### config.mk
export PLATFORM = sky130hd
export DESIGN_NAME = dma_request_scheduler
export DESIGN_NICKNAME = d
export VERILOG_FILES = /design/src/rtl/dma_request_scheduler.sv
export SDC_FILE = /design/constraint.sdc
export NUM_CORES = 1
export LEC_CHECK = 0
export ABC_AREA = 1
export CAP_MARGIN = 10
export CORE_MARGIN = 1
export CORE_UTILIZATION = 52
export DETAILED_ROUTE_END_ITERATION = 10
export PLACE_DENSITY = 0.84
export SKIP_LAST_GASP = 1
export SYNTH_ARGS = -nofsm -noshare
export SYNTH_HDL_FRONTEND = slang
export SYNTH_SLANG_ARGS = --single-unit
### constraint.sdc
create_clock -name CLK -period 4.2 [get_ports CLK]
set_input_delay 0.42 -clock CLK [delete_from_list [all_inputs] [get_ports CLK]]
set_output_delay 0.42 -clock CLK [all_outputs]
set_load 0.1 [all_outputs]
### src/rtl/dma_request_scheduler.sv
// DMA request scheduler: HRQ/HLDA bus-hold handshake, fixed or rotating channel arbitration, one-hot DACK.
// Optional software request register enabled by defining DMA_SCHED_SW_REQ_EN.
module dma_request_scheduler #(
    parameter int NUM_CH = 4,
    parameter int CH_W   = $clog2(NUM_CH)
) (
    input  logic              CLK,
    input  logic              RESET,
    input  logic [NUM_CH-1:0] dreq,
    input  logic [NUM_CH-1:0] mask,
    input  logic              rot_mode,
    input  logic              hlda,
    input  logic              xfer_done,
    input  logic [NUM_CH-1:0] sw_req_set,
    output logic              hrq,
    output logic [NUM_CH-1:0] dack,
    output logic              grant_valid,
    output logic [CH_W-1:0]   grant_ch,
    output logic              abort,
    output logic [NUM_CH-1:0] sw_req_pending
);

    typedef enum logic [1:0] {IDLE, REQ, GRANT, RELEASE} state_t;

    state_t            state_q, state_d;
    logic [CH_W-1:0]   grant_ch_q, grant_ch_d;
    logic [CH_W-1:0]   prio_ptr_q, prio_ptr_d;
    logic              hrq_q, hrq_d;
    logic [NUM_CH-1:0] dack_q, dack_d;
    logic              grant_valid_q, grant_valid_d;
    logic              abort_q, abort_d;
    logic [NUM_CH-1:0] sw_req_pending_q, sw_req_pending_d;
    logic [NUM_CH-1:0] sw_clr;

    logic [NUM_CH-1:0] eff;
    logic [CH_W-1:0]   base, arb_ch, idx;
    logic [CH_W:0]     sum;
    logic              arb_found;

    assign eff = (dreq & ~mask) | sw_req_pending_q;

    // Round-robin scan starting at base; fixed mode always starts at channel 0.
    always_comb begin
        base      = rot_mode ? prio_ptr_q : '0;
        arb_ch    = '0;
        arb_found = 1'b0;
        sum       = '0;
        idx       = '0;
        for (int i = 0; i < NUM_CH; i++) begin
            sum = {1'b0, base} + (CH_W+1)'(i);
            if (sum >= (CH_W+1)'(NUM_CH)) sum = sum - (CH_W+1)'(NUM_CH);
            idx = sum[CH_W-1:0];
            if (!arb_found && eff[idx]) begin
                arb_found = 1'b1;
                arb_ch    = idx;
            end
        end
    end

    always_comb begin
        state_d       = state_q;
        grant_ch_d    = grant_ch_q;
        prio_ptr_d    = prio_ptr_q;
        hrq_d         = hrq_q;
        dack_d        = dack_q;
        grant_valid_d = grant_valid_q;
        abort_d       = 1'b0;
        sw_clr        = '0;
        case (state_q)
            IDLE: begin
                if (arb_found) begin
                    grant_ch_d = arb_ch;
                    hrq_d      = 1'b1;
                    state_d    = REQ;
                end
            end
            REQ: begin
                // A vanished request cancels even if hlda arrives the same cycle.
                if (!eff[grant_ch_q]) begin
                    hrq_d   = 1'b0;
                    state_d = RELEASE;
                end else if (hlda) begin
                    dack_d        = {{(NUM_CH-1){1'b0}}, 1'b1} << grant_ch_q;
                    grant_valid_d = 1'b1;
                    state_d       = GRANT;
                end
            end
            GRANT: begin
                if (xfer_done) begin
                    dack_d             = '0;
                    grant_valid_d      = 1'b0;
                    hrq_d              = 1'b0;
                    sw_clr[grant_ch_q] = 1'b1;
                    if (rot_mode)
                        prio_ptr_d = (grant_ch_q == CH_W'(NUM_CH-1)) ? '0 : grant_ch_q + 1'b1;
                    state_d = RELEASE;
                end else if (!hlda) begin
                    // Pointer and sw bit are kept so the aborted channel re-arbitrates.
                    dack_d        = '0;
                    grant_valid_d = 1'b0;
                    hrq_d         = 1'b0;
                    abort_d       = 1'b1;
                    state_d       = RELEASE;
                end
            end
            RELEASE: begin
                if (!hlda) state_d = IDLE;
            end
            default: state_d = IDLE;
        endcase
`ifdef DMA_SCHED_SW_REQ_EN
        sw_req_pending_d = (sw_req_pending_q & ~sw_clr) | sw_req_set;
`else
        sw_req_pending_d = '0;
`endif
    end

`ifndef DMA_SCHED_SW_REQ_EN
    logic unused_sw;
    assign unused_sw = ^{sw_req_set, sw_clr};
`endif

    always_ff @(posedge CLK) begin
        if (RESET) begin
            state_q          <= IDLE;
            grant_ch_q       <= '0;
            prio_ptr_q       <= '0;
            hrq_q            <= 1'b0;
            dack_q           <= '0;
            grant_valid_q    <= 1'b0;
            abort_q          <= 1'b0;
            sw_req_pending_q <= '0;
        end else begin
            state_q          <= state_d;
            grant_ch_q       <= grant_ch_d;
            prio_ptr_q       <= prio_ptr_d;
            hrq_q            <= hrq_d;
            dack_q           <= dack_d;
            grant_valid_q    <= grant_valid_d;
            abort_q          <= abort_d;
            sw_req_pending_q <= sw_req_pending_d;
        end
    end

    assign hrq            = hrq_q;
    assign dack           = dack_q;
    assign grant_valid    = grant_valid_q;
    assign grant_ch       = grant_ch_q;
    assign abort          = abort_q;
    assign sw_req_pending = sw_req_pending_q;

endmodule
==> run metrics <==
fin worst setup slack=1774 ps; Crit path arrival time=2010 ps; Bufs on Longest Clock Path=2; max_cap viols=0; post-synthesis register bit count=13; Syn Area/Cell=7.007 um2; CORE AREA=2002 um2; Avg WL per Cell=10.13 um; layout cells sized above 1=16.94%; Die W=48.43 um; clk sink count=13; setup TNS=0 ps; crit-path max cell delay=1200 ps; status=finished clean; total wire length=2127 um; CP top delay family=buffers and inverters; area delta synth->final=22.10%; RePlAce Congestion=0.8300; Pint=0.3783 mW; fmax=412.3 MHz; cells after synthesis=160; mapped cell area=1121 um2; initial antenna violation count=0; worst slew pin tran=966.6 ps; Final setup viols=0; dpl ws=2093 ps; row cnt=16; Critical Path Sink Type=primary output; leading cell type in the layout, fill and taps excluded=nand2_1; Die Ht=48.43 um; global-route wire length before repair=3822 um; Seq/Total Area, Yosys=23.21%; startpoint types=register; TritonCTS clock tree=built; Min Clock Period, post-route=2426 ps; Ys Warns=0; RSZ-0062 raised after global routing=no; final hold violations=0; Finished Layout Cells=210; ant diodes=0; Root Driver=clkbuf_4; vias in the first global route=953; H-tree levels=1; commonest non-fill, non-tap cells in the layout=nand2_1, clkdlybuf4s50_1, inv_1; switching power=0.5066 mW; Pwr per Cell Area=646.5 nW/um2; period utilisation layout=57.75%; die area=2345 um2; power share of the clock group=8.9%; Slowest-stage cell, CP=clkdlybuf4s50_1; TritonCTS Buffers=3; worst skew pair latency=290 ps; Slew headroom=35.36%; clock-pin slew on the worst setup and hold paths=80 ps; Setup Skew=9.154 ps; largest net degree at the start of global routing=10; Crit path buffers/inverters=1; worst hold path class=reg2reg; Global Route Usage Sum=20.53%; grt total ovfl=0; DR DRC count=0; Sw Ratio=57.25%; Distinct cells, synth=30; Routed Antenna Nets=0; Vias/cell=4.829; Req. time, crit path=3780 ps; worst vdd ir=0.0003448 V; Vias=1014; post-CTS sizing=0; Initial Utilization=56.00%; CTS Hold Buffers Added=0; hpwl dp=1751 um; Leak=0.6194 nW; # IOs=30; CP Max Fanout=8; DRT iter0 DRCs=20; post-CTS setup buffers=0; crit path kind=reg2out; part of the power in registers=23.1%; Slew Viols, Final=0; first-pass detailed-route iteration total=4; combinational share of power=68.0%; Placed Cells=206; PortBufs=21; CP cell instances=clkdlybuf4s50_1; Final #Nets=211
-- logic make-up after synthesis --
family	Yosys count	share of synthesized area [%]
simple gates	85	41.52
fa+ha+maj	10	11.16
flops	13	23.21
other cells	1	0.3345
buf+inv	28	11.38
compound gates	23	12.39
-- worst reg2reg max path, cell delays in order, from the launching register on --
cell	delay, ps
dfxtp_1	450
inv_1	130
ha_1	290
inv_1	100
nor2_1	40
nand2_1	100
o21ai_1	80
a21oi_1	150
o21ai_2	130
nor2_4	150
nand2_1	70
a21oi_1	130
-- cells in the mapped netlist, drive strengths merged --
cell type	number	area, um2
a21oi	11	58.81
buf	4	30.03
clkbuf	1	3.750
clkinv	1	8.760
conb	1	3.750
dfxtp	13	260.3
ha	10	125.1
inv	22	85.08
nand2	48	245.2
nand3	16	85.08
nand4	4	40.04
nor2	15	82.58
nor4	1	6.260
o211ai	1	7.510
o21ai	9	52.55
o21bai	1	7.510
o31ai	1	12.51
or2	1	6.260
-- metrics by stage --
step / power, mW / utilization (%) / hold WS [ps] / cell area (um2)
floorplan: 0.6908 / - / 470.3 / 1132
global placement: 0.7935 / 67.06 / 447.3 / 1343
finish: 0.8850 / 68.38 / 461.1 / 1369
global route: 0.9538 / 68.38 / 487.3 / 1369
CTS: 0.8896 / 68.38 / 465.5 / 1369
detailed placement: 0.8091 / 67.06 / 455.6 / 1343
-- area by class of cell --
class,instances,area (um2)
flip-flops and latches,13,260.3
clock buffers,4,26.28
repair buffers,21,210.2
inverters,23,93.84
well taps,27,33.78
multi-input cells,122,744.5
fillers,172,633.1
-- worst paths after layout --
| path | startpoint | slack, ps | depth (start not counted) | endpoint |
|---|---|---|---|---|
| setup / recovery | grant_ch[0] | 1770 | 1 | grant_ch[0] |
| hold / removal | hrq | 460 | 2 | hrq |
| setup reg to reg | state_q[0] | 2300 | 11 | dack[1] |
| hold reg to reg | hrq | 460 | 2 | hrq |
-- state kept, by name, summed over array words and instances (netlist names) --
name         flops
dack             4
grant_ch         2
abort            1
state_q          2
hrq              1
prio_ptr_q       2
grant_valid      1
-- power by group through the flow --
stage                     clock (mW)  sequential, mW  combinational (mW)
after global placement             0           0.205               0.588
after detailed placement           0           0.207               0.602
after CTS                     0.0814           0.204               0.604
after global routing          0.0856           0.211               0.657
final                         0.0790           0.205               0.601
after floorplan                    0           0.376               0.314
-- routing by layer --
metal / global-route usage [%] / vias up / share of wire (%)
met4: 10.78 / 0 / 2.2
met1: 24.08 / 440 / 44
li1: - / 549 / -
met2: 36.15 / 20 / 50
met5: 0 / - / 0
met3: 2.830 / 5 / 3.8
No activity file was read; power rests on OpenSTA's default activity.
